$ cat src/rtl/instruction_ram_loader_pkg.sv
// Shared types and constants for the instruction RAM loader and its byte packer.
// Imported by every file of the loader.
package instruction_ram_loader_pkg;

    typedef logic [31:0] instr_t;

    typedef enum logic [1:0] {
        IDLE = 2'd0,
        LOAD = 2'd1,
        FILL = 2'd2
    } state_t;

    // addi x0,x0,0
    localparam instr_t NOP_INSTR = 32'h00000013;

endpackage

$ cat src/rtl/byte_to_word_packer.sv
// Assembles little-endian bytes into 32-bit words.
// word_done strobes in the same cycle that byte 3 is accepted.
module byte_to_word_packer
    import instruction_ram_loader_pkg::*;
(
    input  logic       clk,
    input  logic       rst,
    input  logic       clear,
    input  logic       accept,
    input  logic [7:0] byte_data,
    output logic [1:0] bidx,
    output instr_t     word,
    output logic       word_done
);

    logic [23:0] asm_q;

    always_ff @(posedge clk) begin
        if (rst || clear) begin
            bidx  <= 2'd0;
            asm_q <= 24'd0;
        end else if (accept) begin
            bidx <= bidx + 2'd1;
            case (bidx)
                2'd0:    asm_q[7:0]   <= byte_data;
                2'd1:    asm_q[15:8]  <= byte_data;
                2'd2:    asm_q[23:16] <= byte_data;
                default: asm_q        <= 24'd0;
            endcase
        end
    end

    // Byte 3 is taken straight from the input so the word is written without a bubble.
    assign word      = {byte_data, asm_q};
    assign word_done = accept && (bidx == 2'd3);

endmodule

$ cat src/rtl/instruction_ram_loader.sv
// Loads a program byte stream into a flip-flop instruction RAM while holding the CPU in reset.
// load_end pads the rest of the RAM with NOPs; a trailing partial word is dropped and flagged.
module instruction_ram_loader
    import instruction_ram_loader_pkg::*;
#(
    parameter int     SIZE     = 16,
    parameter instr_t NOP_WORD = NOP_INSTR
) (
    input  logic        clk,
    input  logic        rst,
    input  logic        load_start,
    input  logic        load_end,
    input  logic        byte_valid,
    input  logic [7:0]  byte_data,
    output logic        byte_ready,
    input  logic [31:0] a,
    output logic [31:0] rd,
    output logic        cpu_rst,
    output logic        load_done,
    output logic        load_err,
    output state_t      dbg_state
);

    localparam int AW = $clog2(SIZE);
    localparam logic [AW-1:0] LAST = AW'(SIZE - 1);

    // Handshake: a byte transfers on a rising edge where byte_valid && byte_ready.
    // byte_ready depends only on state and load_end, never on byte_valid.

    state_t          state_q, state_d;
    logic [AW-1:0]   waddr_q;
    instr_t          mem [SIZE];

    logic            accept, start, clear_pack, word_done, mem_we, finishing;
    logic [1:0]      bidx;
    instr_t          pack_word, wdata;
    logic            unused_a_bits;

    assign byte_ready = (state_q == LOAD) && !load_end;
    assign accept     = byte_valid && byte_ready;
    assign start      = (state_q == IDLE) && load_start;
    // A pending partial word is thrown away when load_end arrives.
    assign clear_pack = start || ((state_q == LOAD) && load_end);

    byte_to_word_packer u_packer (
        .clk       (clk),
        .rst       (rst),
        .clear     (clear_pack),
        .accept    (accept),
        .byte_data (byte_data),
        .bidx      (bidx),
        .word      (pack_word),
        .word_done (word_done)
    );

    always_ff @(posedge clk) begin
        if (rst) state_q <= IDLE;
        else     state_q <= state_d;
    end

    always_comb begin
        state_d = state_q;
        case (state_q)
            IDLE: if (load_start) state_d = LOAD;
            LOAD: begin
                if (load_end)                            state_d = FILL;
                else if (word_done && (waddr_q == LAST)) state_d = IDLE;
            end
            FILL: if (waddr_q == LAST) state_d = IDLE;
            default: state_d = IDLE;
        endcase
    end

    always_comb begin
        mem_we = 1'b0;
        wdata  = pack_word;
        case (state_q)
            LOAD: mem_we = word_done;
            FILL: begin
                mem_we = 1'b1;
                wdata  = NOP_WORD;
            end
            default: mem_we = 1'b0;
        endcase
    end

    assign finishing = (state_q != IDLE) && (state_d == IDLE);

    always_ff @(posedge clk) begin
        if (rst) begin
            waddr_q   <= '0;
            load_done <= 1'b0;
            load_err  <= 1'b0;
            cpu_rst   <= 1'b1;
        end else begin
            load_done <= finishing;
            cpu_rst   <= (state_d != IDLE);
            if (start)       waddr_q <= '0;
            else if (mem_we) waddr_q <= waddr_q + AW'(1);
            if (start)
                load_err <= 1'b0;
            else if ((state_q == LOAD) && load_end && (bidx != 2'd0))
                load_err <= 1'b1;
        end
    end

    always_ff @(posedge clk) begin
        if (rst) begin
            for (int i = 0; i < SIZE; i++) mem[i] <= NOP_WORD;
        end else if (mem_we) begin
            mem[waddr_q] <= wdata;
        end
    end

    assign rd            = mem[a[AW-1:0]];
    assign dbg_state     = state_q;
    assign unused_a_bits = ^a[31:AW];

endmodule

$ cat config.mk
export PLATFORM = sky130hd
export DESIGN_NAME = instruction_ram_loader
export DESIGN_NICKNAME = d
export VERILOG_FILES = /design/src/rtl/instruction_ram_loader_pkg.sv /design/src/rtl/byte_to_word_packer.sv /design/src/rtl/instruction_ram_loader.sv
export SDC_FILE = /design/constraint.sdc
export NUM_CORES = 1
export LEC_CHECK = 0
export BUFFER_PORTS_ARGS = -buffer_cell sky130_fd_sc_hd__buf_2
export CAP_MARGIN = 20
export CORE_UTILIZATION = 50
export CTS_BUF_LIST = sky130_fd_sc_hd__clkbuf_4 sky130_fd_sc_hd__clkbuf_8 sky130_fd_sc_hd__clkbuf_16
export DETAILED_ROUTE_END_ITERATION = 8
export PLACE_DENSITY = 0.71
export SLEW_MARGIN = 10
export SYNTH_ARGS = -nofsm -noshare
export SYNTH_HDL_FRONTEND = slang
export SYNTH_HIERARCHICAL = 1
export SYNTH_SLANG_ARGS = --single-unit
$ cat constraint.sdc
create_clock -name clk -period 4.3 [get_ports clk]
set_input_delay 0.86 -clock clk [delete_from_list [all_inputs] [get_ports clk]]
set_output_delay 0.86 -clock clk [all_outputs]
set_load 0.03 [all_outputs]
Word level (Yosys, flattened, before mapping)
Memories as Yosys holds them, arrays and structs flattened. Index checks and enable logic that the tools add are counted. Widths: inputs -> output; s select.

Flip-flop bits (word level): 35. Memory bits (writable): 512. Bits of input ports: 45. Output and inout bits: 38. Word-level logic and storage cells: 64. Memories: 1.

$add $sub $neg: 2. Eq/ne operators: 6. Muxes and demuxes: 18. Bitwise gates (word level): 3. Reduce and logical (&&, ||, !) cells: 25.

Memory list: mem (depth 16, bits a word 32, read ports 1, clocked after Yosys merged registers in 0, write ports 16, RTL line instruction_ram_loader.sv:32) `instr_t mem [SIZE];`.

Operator list (number): $mux 32 (2); $pmux 8 s2 (3); $reduce_or 32->1 (1); $logic_and 1x1->1 (8); $mux 2 (4); $reduce_or 2->1 (4); $eq 2x2->1 const B (3); $logic_not 2->1 (3); $mux 1 (6); $pmux 2 s3 (1); $reduce_and 2->1 (3); $reduce_bool 2->1 (3); $add 4x1->4 const B (1); $eq 2x1->1 const B (2); $eq 4x4->1 const B (1); $mux 4 (1); $not 1->1 (3); $add 2x1->2 const B (1); $logic_or 1x1->1 (2); $pmux 1 s2 (1); $logic_not 1->1 (1).

Depth between registers and ports, before layout
Gate-level depths: netlist (run 1).

Depth in word-level cells: 10. Gate-level depth with buffers: 11. Mapped depth without buffers: 9.

By module
The synthesis (run 1) kept the hierarchy.

By module, submodules not included: instruction_ram_loader (times used 1, cells an instance 1567, area each 22520.3 um^2, seq. area each 15554.9 um^2); byte_to_word_packer (times used 1, cells an instance 134, area each 1128.6 um^2, seq. area each 520.5 um^2).

Least setup slack after synthesis (run 1)
No wires, ideal clock.

Path type: reg2reg. Start: register state_q[0] (netlist: dbg_state[0]). End: memory mem[13][0] in the netlist's numbering, enable pin. Setup time: 0.389 ns. Arrival: 3.454 ns. Required time: 3.911 ns. Path slack: 0.457 ns. Stages on the path, launching flop included: 10. Path buffers: 1. Period minus slack after synthesis: 3.843 ns. Cells stage by stage: dfxtp_1 > ha_1 > nor2b_1 > and2_1 > and2_1 > a21o_4 > nand4_1 > or2_1 > buf_2 > nand2_1.

RTL lines: start: declaration (RTL line instruction_ram_loader.sv:30) `state_t state_q, state_d;`; start signal: assignment (RTL line instruction_ram_loader.sv:58) `else state_q <= state_d;`; end: declaration (RTL line instruction_ram_loader.sv:32).

Final worst setup path (run 1)
Start: input port a[0]. End: output port rd[21].

Word-level cells in the longest chain between the ends: 1.

RTL lines: start: declaration (RTL line instruction_ram_loader.sv:16) `input logic [31:0] a,`; $mem_v2 16x32; end: declaration (RTL line instruction_ram_loader.sv:17) `output logic [31:0] rd,`.

No other way between the ends.

==> qor.yml, run 1 <==
route:
  drcViolationCount: 0
  wl_per_cell_um: 25.29
  vias_per_cell: 6.051
  first_pass_iters: 6
  vias: 14180
  drt-total-wl_um: 59280
  drtAntennaViolNets: 0
  drt_iter0_markers: 1454
die:
  io_pins: 83
  rows: 79
  die_w_um: 219.5
  die_area_um2: 48170
  die_h_um: 219.5
  core_um2: 46560
  start_util_pct: 50.80
job:
  cap_violations: 0
finish:
  final_cell_mix: "512 x edfxtp_1, 485 x nor2_1, 128 x mux4_2, 111 x nand2_1, 64 x a22oi_1"
  final_common_cell: "edfxtp_1"
  multiInputGateArea_um2: 6819
  seq_area_um2: 16080
  drive_gt1_share_pct: 21.53
  finalNetCount: 1749
  syn2layout_area_growth_pct: 11.66
  n_antenna_cell: 0
  nFillCells: 3605
outcome:
  outcome: "finished, final reports clean"
synth:
  synth_cell_type_count: 32
  synth_nets: 1758
  synth_warnings: 6
  syn-cell-area_um2: 23650
  ys_seq_elements: 547
  avgSynthCellArea_um2: 13.90
  synthCells: 1701
  ys_seq_area_share_pct: 67.98
timing:
  setup-tns-final_ns: 0
  finalHoldViolCount: 0
  timing.fmax_mhz: 274.8
  min_period_over_period_pct: 84.62
  rsz0062_at_grt: "no"
  finalCriticalPeriod_ns: 3.639
  worst_pin_slew_ns: 0.7722
  finClkSkew_ns: 0.03048
  slew_violations: 0
  max_slew_margin_pct: 48.52
  setup_viol: 0
clock_network:
  cts_sinks: 547
  root_buffer: "clkbuf_16"
  clockBufferDepth: 3
  cts_resized: 0
  cts_hold_buffers: 0
  cts_setup_buffers: 0
  cts_tree: "yes"
  clk_pin_slew_worst_paths_ns: 0.06
  cts_made_buffers: 55
  cts_max_level: 2
  clk_latency_ns: 0.62
power_and_ir_drop:
  p_leak_nw: 8.495
  powerDensity_nw_per_um2: 440.2
  p_total_w: 0.01162
  vdd_drop_max_v: 0.0003568
grt:
  antenna_found_initial: 0
  grt_pass1_wl_um: 88800
  overflow: 0
  grt_start_max_net_pins: 37
  grtUsageTotal_pct: 25.53
  grt_pass1_vias: 14570
setup_path:
  crit_path_start: "a[0]"
  cp-end-kind: "output port"
  path_class: "in -> out"
  arrival_ns: 2.78
  r2r-start: "dbg_state[1]"
  r2r_slack_ns: 1.06
  r2r_cells: 11
  cp_max_fo: 34
  r2r_end: "mem[12][10]"
  critPathLaunchType: "input pin"
  worstPathRequired_ns: 3.44
  endpoint: "rd[21]"
worst_hold_path:
  min_path_type: "reg -> reg"
place:
  dp_hpwl_um: 35220
  io_buffer_count: 54
  gp_congestion: 0.7896
[metrics by stage]
stage	cell area [µm²]	hold slack [ns]	util [%]	setup slack (ns)	std cells
2_1_floorplan	23650	0.4319	-	0.4566	1701
3_3_place_gp	24620	0.4449	52.88	0.7064	2239
6_report	26410	0.4532	56.72	0.6612	2344
4_1_cts	26380	0.4524	56.67	0.6572	2341
3_5_place_dp	24620	0.4437	52.88	0.6823	2239
5_1_grt	26410	0.4715	56.72	0.5371	2344
[flip-flops by register name, summed over array words and instances, names as in the netlist]
| name | count |
|---|---|
| cpu_rst | 1 |
| load_done | 1 |
| dbg_state | 2 |
| load_err | 1 |
| mem | 512 |
| u_packer/asm_q | 24 |
| waddr_q | 4 |
| u_packer/bidx | 2 |
[routing by layer]
metal / share of wire (%) / track usage, % / vias to the layer above
li1: - / - / 6111
met1: 37 / 32.29 / 7254
met2: 51 / 43.84 / 703
met3: 9.4 / 4.955 / 116
met4: 3.2 / 9.167 / 0
met5: 0 / 0 / -
[cell type report]
type / count / area share (%)
Sequential cell: 547 / 60.88
Clock buffer: 74 / 5.823
Multi-Input combinational cell: 964 / 25.82
Clock inverter: 28 / 0.8671
Timing Repair Buffer: 114 / 3.592
Tap cell: 607 / 2.876
Inverter: 10 / 0.1421
[cell usage after synthesis]
cell type / instances / area share [%]
nor4_1: 4 / 0.11
nor2_1: 486 / 7.7
clkbuf_1: 91 / 1.4
or3_1: 1 / 0.026
nand2b_1: 32 / 0.85
nor2b_1: 7 / 0.19
edfxtp_1: 512 / 65
nor3_2: 1 / 0.042
nand3_1: 40 / 0.85
or2_1: 4 / 0.11
dfxtp_1: 35 / 3.0
inv_1: 10 / 0.16
mux4_2: 128 / 12
buf_6: 3 / 0.14
buf_4: 19 / 0.60
nor3b_4: 2 / 0.16
ha_1: 12 / 0.63
xor2_1: 1 / 0.037
o211ai_1: 1 / 0.032
a21o_4: 1 / 0.063
buf_2: 57 / 1.2
or3b_1: 2 / 0.074
xnor2_1: 3 / 0.11
nand2_1: 127 / 2.0
a211oi_1: 2 / 0.063
nor3_1: 7 / 0.15
and2_1: 5 / 0.13
a21oi_1: 29 / 0.61
buf_1: 10 / 0.16
a22oi_1: 64 / 2.0
or2_2: 1 / 0.026
nand4_1: 4 / 0.11
[how the worst min path moves through the flow]
| stage | cells after the start | slack (ns) | to | start |
|---|---|---|---|---|
| final | 2 | 0.45 | u_packer/asm_q[3] | u_packer/asm_q[3] |
| after floorplan | 2 | 0.43 | u_packer/asm_q[0] | u_packer/asm_q[0] |
| after global placement | 2 | 0.44 | u_packer/asm_q[12] | u_packer/asm_q[12] |
| after detailed placement | 2 | 0.44 | u_packer/asm_q[3] | u_packer/asm_q[3] |
| after global routing | 2 | 0.47 | u_packer/asm_q[3] | u_packer/asm_q[3] |
| after CTS | 2 | 0.45 | u_packer/asm_q[3] | u_packer/asm_q[3] |
[power breakdown]
group / total [W] / switching (W) / internal, W
clock network: 0.00471 / 0.00201 / 0.00269
registers: 0.00607 / 0.0000567 / 0.00601
logic: 0.000853 / 0.000541 / 0.000312
[worst max-delay path, cell delays in order]
cell and delay (ns):
clkbuf_8 0.31, buf_12 0.34, mux4_2 0.54, a22oi_1 0.37, nand2_1 0.10, buf_2 0.19
[cell families (layout without fill, tap and decap cells)]
group	after synthesis	count (layout)	share of synthesized area [%]
mux	128	128	12.19
flops	547	547	67.98
buf+inv	190	226	3.714
compound gates	97	97	2.804
xor+xnor	4	4	0.1482
simple gates	723	723	12.53
fa+ha+maj	12	12	0.6349
(Power assumes the default switching activity.)
==> run 2, diff against run 1 <==
--- a/config.mk
+++ b/config.mk
@@ -5,12 +5,13 @@
 export SDC_FILE = /design/constraint.sdc
 export NUM_CORES = 1
 export LEC_CHECK = 0
+export ABC_AREA = 1
 export BUFFER_PORTS_ARGS = -buffer_cell sky130_fd_sc_hd__buf_2
 export CAP_MARGIN = 20
 export CORE_UTILIZATION = 50
 export CTS_BUF_LIST = sky130_fd_sc_hd__clkbuf_4 sky130_fd_sc_hd__clkbuf_8 sky130_fd_sc_hd__clkbuf_16
 export DETAILED_ROUTE_END_ITERATION = 8
-export PLACE_DENSITY = 0.71
+export PLACE_DENSITY = 0.73
 export SLEW_MARGIN = 10
 export SYNTH_ARGS = -nofsm -noshare
 export SYNTH_HDL_FRONTEND = slang
==> constraint.sdc (replaced) <==
create_clock -name clk -period 3.06 [get_ports clk]
set_input_delay 0.612 -clock clk [delete_from_list [all_inputs] [get_ports clk]]
set_output_delay 0.612 -clock clk [all_outputs]
set_load 0.03 [all_outputs]
==> qor.yml, run 2 <==
outcome:
  outcome: "finished, final reports clean"
synth:
  synthCells: 2565
  avgSynthCellArea_um2: 9.801
  ys_seq_area_share_pct: 63.94
  ys.flop_type: "edfxtp_1"
  synth_enable_flop_cells: 512
  synth_warnings: 6
  synthArstFlopShare_pct: 0
  syn-cell-area_um2: 25140
  yosys.area.top_type: "edfxtp_1"
  synth_nets: 2622
  synthTopCellsByArea: "edfxtp_1 61%, nor2_1 7.7%, nand2_1 5.1%"
  synth_cell_type_count: 25
  yosysTopAreaCellShare_pct: 61.16
  ys_seq_elements: 547
  synth_most_common_cell: "nor2_1"
  synthTopCellsByCount: "514 x nor2_1, 512 x edfxtp_1, 344 x nand2_1"
route:
  vias_per_cell: 5.626
  vias: 18340
  drt-total-wl_um: 65460
  first_pass_iters: 6
  drt_iter0_markers: 1838
  drtAntennaViolNets: 0
  wl_per_cell_um: 20.08
  drcViolationCount: 0
finish:
  nFillCells: 4132
  n_antenna_cell: 0
  utilization_pct: 57.01
  top_register: "mem"
  final_common_cell: "nor2_1"
  stdcell_count: 3260
  syn2layout_area_growth_pct: 11.70
  multiInputGateArea_um2: 7025
  seq_area_um2: 16080
  final_cell_mix: "514 x nor2_1, 512 x edfxtp_1, 328 x nand2_1, 298 x inv_1, 207 x nand3_1"
  finalNetCount: 2608
  reg_top3: "mem x512, u_packer/asm_q x24, waddr_q x4"
  drive_gt1_share_pct: 10.29
  largest_register_ffs: 512
clock_network:
  cts_sinks: 547
  clockBufferDepth: 3
  clk_pin_slew_worst_paths_ns: 0.06
  root_buffer: "clkbuf_16"
  cts_max_level: 2
  clk_latency_ns: 0.61
  cts_setup_buffers: 0
  cts_hold_buffers: 0
  cts_tree: "yes"
  cts_made_buffers: 53
  cts_resized: 0
die:
  io_pins: 83
  core_um2: 49250
  die_area_um2: 51180
  die_w_um: 226.2
  rows: 81
  die_h_um: 226.2
  start_util_pct: 51.04
setup_path:
  path_class: "reg -> reg"
  cp_slowest_cell: "buf_4"
  crit_buf_inv: 6
  path_delay_family: "simple AND/OR/NAND/NOR gates"
  cp_max_fo: 30
  worstPathRequired_ns: 3.40
  critPathLaunchType: "flip-flop"
  arrival_ns: 3.06
  crit_chain: "inv_1 -> ha_1 -> inv_1 -> nor3b_2 -> nand2_1 -> inv_1 -> nand2_1 -> nand2_2 -> nand2_2 -> nor2_4 -> inv_2 -> nor2_4 -> nand2_1 -> buf_4 -> inv_1 -> nand2_1"
  slowest_delay_ns: 0.35
  cp-end-kind: "flip-flop"
timing:
  slew_violations: 0
  worst_pin_slew_ns: 0.7169
  timing.fmax_mhz: 367.3
  finalHoldViolCount: 0
  finClkSkew_ns: 0.01779
  min_period_over_period_pct: 88.97
  rsz0062_at_grt: "no"
  finalWorstSetupSlack_ns: 0.3375
  max_slew_margin_pct: 52.09
  finalCriticalPeriod_ns: 2.722
  hold_ws_ns: 0.3168
  setup_viol: 0
place:
  dp.cells: 3160
  io_buffer_count: 54
  dp_hpwl_um: 38700
  dp_worst_setup_slack_ns: 0.3676
  gp_congestion: 0.8191
grt:
  antenna_found_initial: 1
  grt_pass1_wl_um: 101000
  grt_start_max_net_pins: 86
  overflow: 0
  grtUsageTotal_pct: 26.22
  grt_pass1_vias: 17980
worst_hold_path:
  min_path_type: "in -> reg"
power_and_ir_drop:
  powerDensity_nw_per_um2: 586.1
  p_leak_nw: 10.60
  vdd_drop_max_v: 0.0004147
job:
  cap_violations: 0
run 2: cell types whose count changed in the layout (fill, tap and decap cells not counted), moves of 29 or more:
cell,previous run,this run
nand2_1,111,328
o211ai_1,1,128
a22oi_1,64,0
nand3_1,28,207
a21oi_1,29,149
inv_1,10,298
nor2_1,485,514
o21ai_0,0,133
mux4_2,128,0
nand2b_1,32,0
run 2: where the power goes:
group          internal (W)  switching, W  leakage [nW]
logic              0.000369      0.000958          4.30
clock network       0.00390       0.00280         0.902
registers           0.00836     0.0000610          5.40
total                0.0126       0.00382          10.6
run 2: final timing paths:
check | start | end | slack, ns | cells after the start
max | dbg_state[1] | mem[6][1] | 0.34 | 16
min | rst | dbg_state[0] | 0.32 | 2
min reg2reg | load_err | load_err | 0.46 | 2
max reg2reg | dbg_state[1] | mem[6][1] | 0.34 | 16
run 2: layer usage:
metal | part of all wire, % | GRT usage, % | up-vias
met2 | 49 | 43.80 | 879
met4 | 3.3 | 10.16 | 2
met1 | 38 | 33.94 | 8797
met5 | 0.020 | 0 | -
li1 | - | - | 8506
met3 | 9.8 | 4.684 | 156
run 2: metrics by stage:
step	TNS (ns)	power [W]	cell area (µm²)
after global routing	0	0.01691	28080
after floorplan	-22.96	0.009431	25200
after global placement	0	0.009856	26300
after CTS	0	0.01650	28080
final	0	0.01646	28080
after detailed placement	0	0.009900	26300
run 2: logic make-up (layout without fill, tap and decap cells):
| logic type | after synthesis | after routing | share of synthesized area, % |
|---|---|---|---|
| buf+inv | 512 | 543 | 8.431 |
| xor+xnor | 1 | 1 | 0.03484 |
| compound gates | 411 | 411 | 9.456 |
| fa+ha+maj | 12 | 12 | 0.5972 |
| flops | 547 | 547 | 63.94 |
| simple gates | 1082 | 1082 | 17.54 |
run 2: layout make-up:
class	count	area share [%]
Sequential cell	547	57.24
Multi-Input combinational cell	1506	25.02
Clock buffer	66	5.217
Timing Repair Buffer	139	4.362
Inverter	304	4.063
Tap cell	664	2.958
Clock inverter	34	1.136
==> run 3, diff against run 2 <==
--- a/config.mk
+++ b/config.mk
@@ -11,9 +11,9 @@
 export CORE_UTILIZATION = 50
 export CTS_BUF_LIST = sky130_fd_sc_hd__clkbuf_4 sky130_fd_sc_hd__clkbuf_8 sky130_fd_sc_hd__clkbuf_16
 export DETAILED_ROUTE_END_ITERATION = 8
+export GPL_TIMING_DRIVEN = 0
 export PLACE_DENSITY = 0.73
 export SLEW_MARGIN = 10
 export SYNTH_ARGS = -nofsm -noshare
 export SYNTH_HDL_FRONTEND = slang
-export SYNTH_HIERARCHICAL = 1
 export SYNTH_SLANG_ARGS = --single-unit
==> qor.yml, run 3 <==
timing:
  worst_pin_slew_ns: 0.9402
  finClkSkew_ns: 0.01638
  timing.fmax_mhz: 324.8
  hold_ws_ns: 0.2899
  rsz0062_at_grt: "yes"
  finalHoldViolCount: 0
  slew_violations: 0
  finalCriticalPeriod_ns: 3.079
  max_slew_margin_pct: 37.32
  min_period_over_period_pct: 100.6
  finalWorstSetupSlack_ns: -0.01852
  setup_viol: 3
synth:
  synthAdderAreaFrac_pct: 0.6098
  syn-cell-area_um2: 24620
  synth_cell_type_count: 29
  synth_top_family_by_area: "simple AND/OR/NAND/NOR gates"
  yosysTopAreaCellShare_pct: 62.45
  synthArstFlopShare_pct: 0
  synth_compound_area_share_pct: 10.46
  synthMuxAreaShare_pct: 0
  synth_most_common_cell: "nor2_1"
  synth_enable_flop_cells: 512
  yosys.area_share.simple_pct: 18.44
  synth_warnings: 0
  ys_seq_elements: 547
  synth-xor-area-share_pct: 0
  yosys.area.top_type: "edfxtp_1"
  synthTopCellsByCount: "839 x nor2_1, 512 x edfxtp_1, 255 x o21ai_0"
  synthCells: 2362
  synthTopCellsByArea: "edfxtp_1 62%, nor2_1 13%, o21ai_0 5.2%"
  ys_seq_area_share_pct: 65.29
  ys.flop_type: "edfxtp_1"
  synth_nets: 2419
  avgSynthCellArea_um2: 10.42
grt:
  grt_pass1_vias: 17830
  grt_pass1_wl_um: 109800
  grtUsageTotal_pct: 29.92
  grt_start_max_net_pins: 33
  overflow: 0
  antenna_found_initial: 2
place:
  gp_congestion: 1.025
  dp_hpwl_um: 53980
  io_buffer_count: 51
  dp_worst_setup_slack_ns: -0.2563
  dpl_cell_area_um2: 25880
clock_network:
  root_buffer: "clkbuf_16"
  clk_latency_ns: 0.62
  cts_tree: "yes"
  cts_setup_buffers: 0
  cts_made_buffers: 54
  clk_pin_slew_worst_paths_ns: 0.06
  cts_max_level: 2
  clockBufferDepth: 3
  cts_sinks: 547
  cts_hold_buffers: 0
finish:
  final_common_cell: "nor2_1"
  fin_area_um2: 27700
  finalNetCount: 2533
  reg_top3: "mem x512, u_packer.asm_q x24, waddr_q x4"
  largest_register_ffs: 512
  n_antenna_cell: 0
  syn2layout_area_growth_pct: 12.53
  drive_gt1_share_pct: 13.65
  final_cell_mix: "839 x nor2_1, 512 x edfxtp_1, 249 x o21ai_0, 143 x nand2_1, 128 x o211ai_1"
  top_register: "mem"
setup_path:
  cp_slowest_cell: "buf_1"
  cp-end-kind: "output port"
  path_class: "in -> out"
  cp_max_fo: 10
  slowest_delay_ns: 0.50
  critPathLaunchType: "input pin"
  arrival_ns: 2.47
  crit_chain: "buf_2 -> buf_1 -> clkbuf_2 -> o211ai_1 -> o211ai_1 -> nand2_1 -> buf_2"
  worstPathRequired_ns: 2.45
  path_delay_family: "buffers and inverters"
  crit_buf_inv: 4
  r2r_slack_ns: 0.14
outcome:
  outcome: "finished, violations left"
  violations: "setup timing"
route:
  vias_per_cell: 5.865
  wl_per_cell_um: 23.47
  vias: 18630
  first_pass_iters: 8
  drt-total-wl_um: 74550
  drtAntennaViolNets: 0
  drcViolationCount: 0
  drt_iter0_markers: 2493
die:
  rows: 80
  die_w_um: 223.9
  die_h_um: 223.9
  die_area_um2: 50130
  start_util_pct: 51.14
  core_um2: 48150
  io_pins: 83
power_and_ir_drop:
  vdd_drop_max_v: 0.0004011
  p_leak_nw: 9.615
  powerDensity_nw_per_um2: 594.2
worst_hold_path:
  min_path_type: "in -> reg"
job:
  cap_violations: 0
[run 3: cell count changes in the layout (fill, tap and decap cells not counted), moves of 58 or more]
| cell | change |
|---|---|
| a21oi_1 | -124 |
| nor2_1 | +325 |
| buf_2 | +59 |
| buf_4 | -58 |
| clkbuf_1 | +58 |
| nand2_1 | -185 |
| inv_1 | -252 |
| o21ai_0 | +116 |
| nand3_1 | -142 |
[run 3: area by class of cell]
type	count	area (µm²)
buffer	192	1126
timing repair buffer	58	397.9
sequential	547	16080
multi-input combinational	1568	7311
fill	3949	20440
inverter	55	206.4
clock inverter	21	167.7
tap	656	820.8
clock buffer	79	1599
[run 3: power by group]
group	internal (W)	total, W	switching [W]
registers	0.00837	0.00844	0.0000662
logic	0.000317	0.00135	0.00103
clock network	0.00379	0.00667	0.00288
[run 3: path summary, 6_finish.rpt]
path	start	end	cells past startpoint
hold reg to reg	u_packer.asm_q[16]	u_packer.asm_q[16]	2
hold / removal	rst	dbg_state[0]	2
setup reg to reg	dbg_state[1]	mem[4][18]	9
setup / recovery	a[2]	rd[9]	7
[run 3: cell families after synthesis]
group / Yosys count
buf+inv: 247
simple gates: 1109
flops: 547
fa+ha+maj: 12
compound gates: 447
[run 3: worst register-to-register path, cell delays in order, from the launching register on]
cell,delay (ns)
dfxtp_1,0.34
inv_1,0.12
ha_1,0.20
nand4_1,0.17
nand2_2,0.12
nand2_4,0.09
nor2_8,0.15
nand3_1,0.36
buf_2,0.36
nand2_2,0.64
[run 3: what timing repair did]
| action | in CTS | in global routing |
|---|---|---|
| pin swaps | 0 | 2 |
| resized for setup | 10 | 47 |
| setup endpoints to repair | 31 | 56 |
| hold endpoints to repair | 0 | 0 |
[run 3: per-layer routing]
metal | share of wire (%) | GRT usage, %
met5 | 0.017 | 0
met4 | 4.5 | 12.48
met3 | 14 | 8.014
met2 | 46 | 47.23
met1 | 36 | 39.16
[run 3: metrics by stage]
stage / utilization [%] / cells / TNS, ns / power, W
floorplan: - / 2362 / 0 / 0.009354
global placement: 53.37 / 3069 / -136.80 / 0.009848
detailed placement: 53.74 / 3076 / -4.201 / 0.009894
CTS: 57.45 / 3176 / 0 / 0.01639
global route: 57.54 / 3176 / -0.05343 / 0.01679
finish: 57.54 / 3176 / -0.03225 / 0.01646
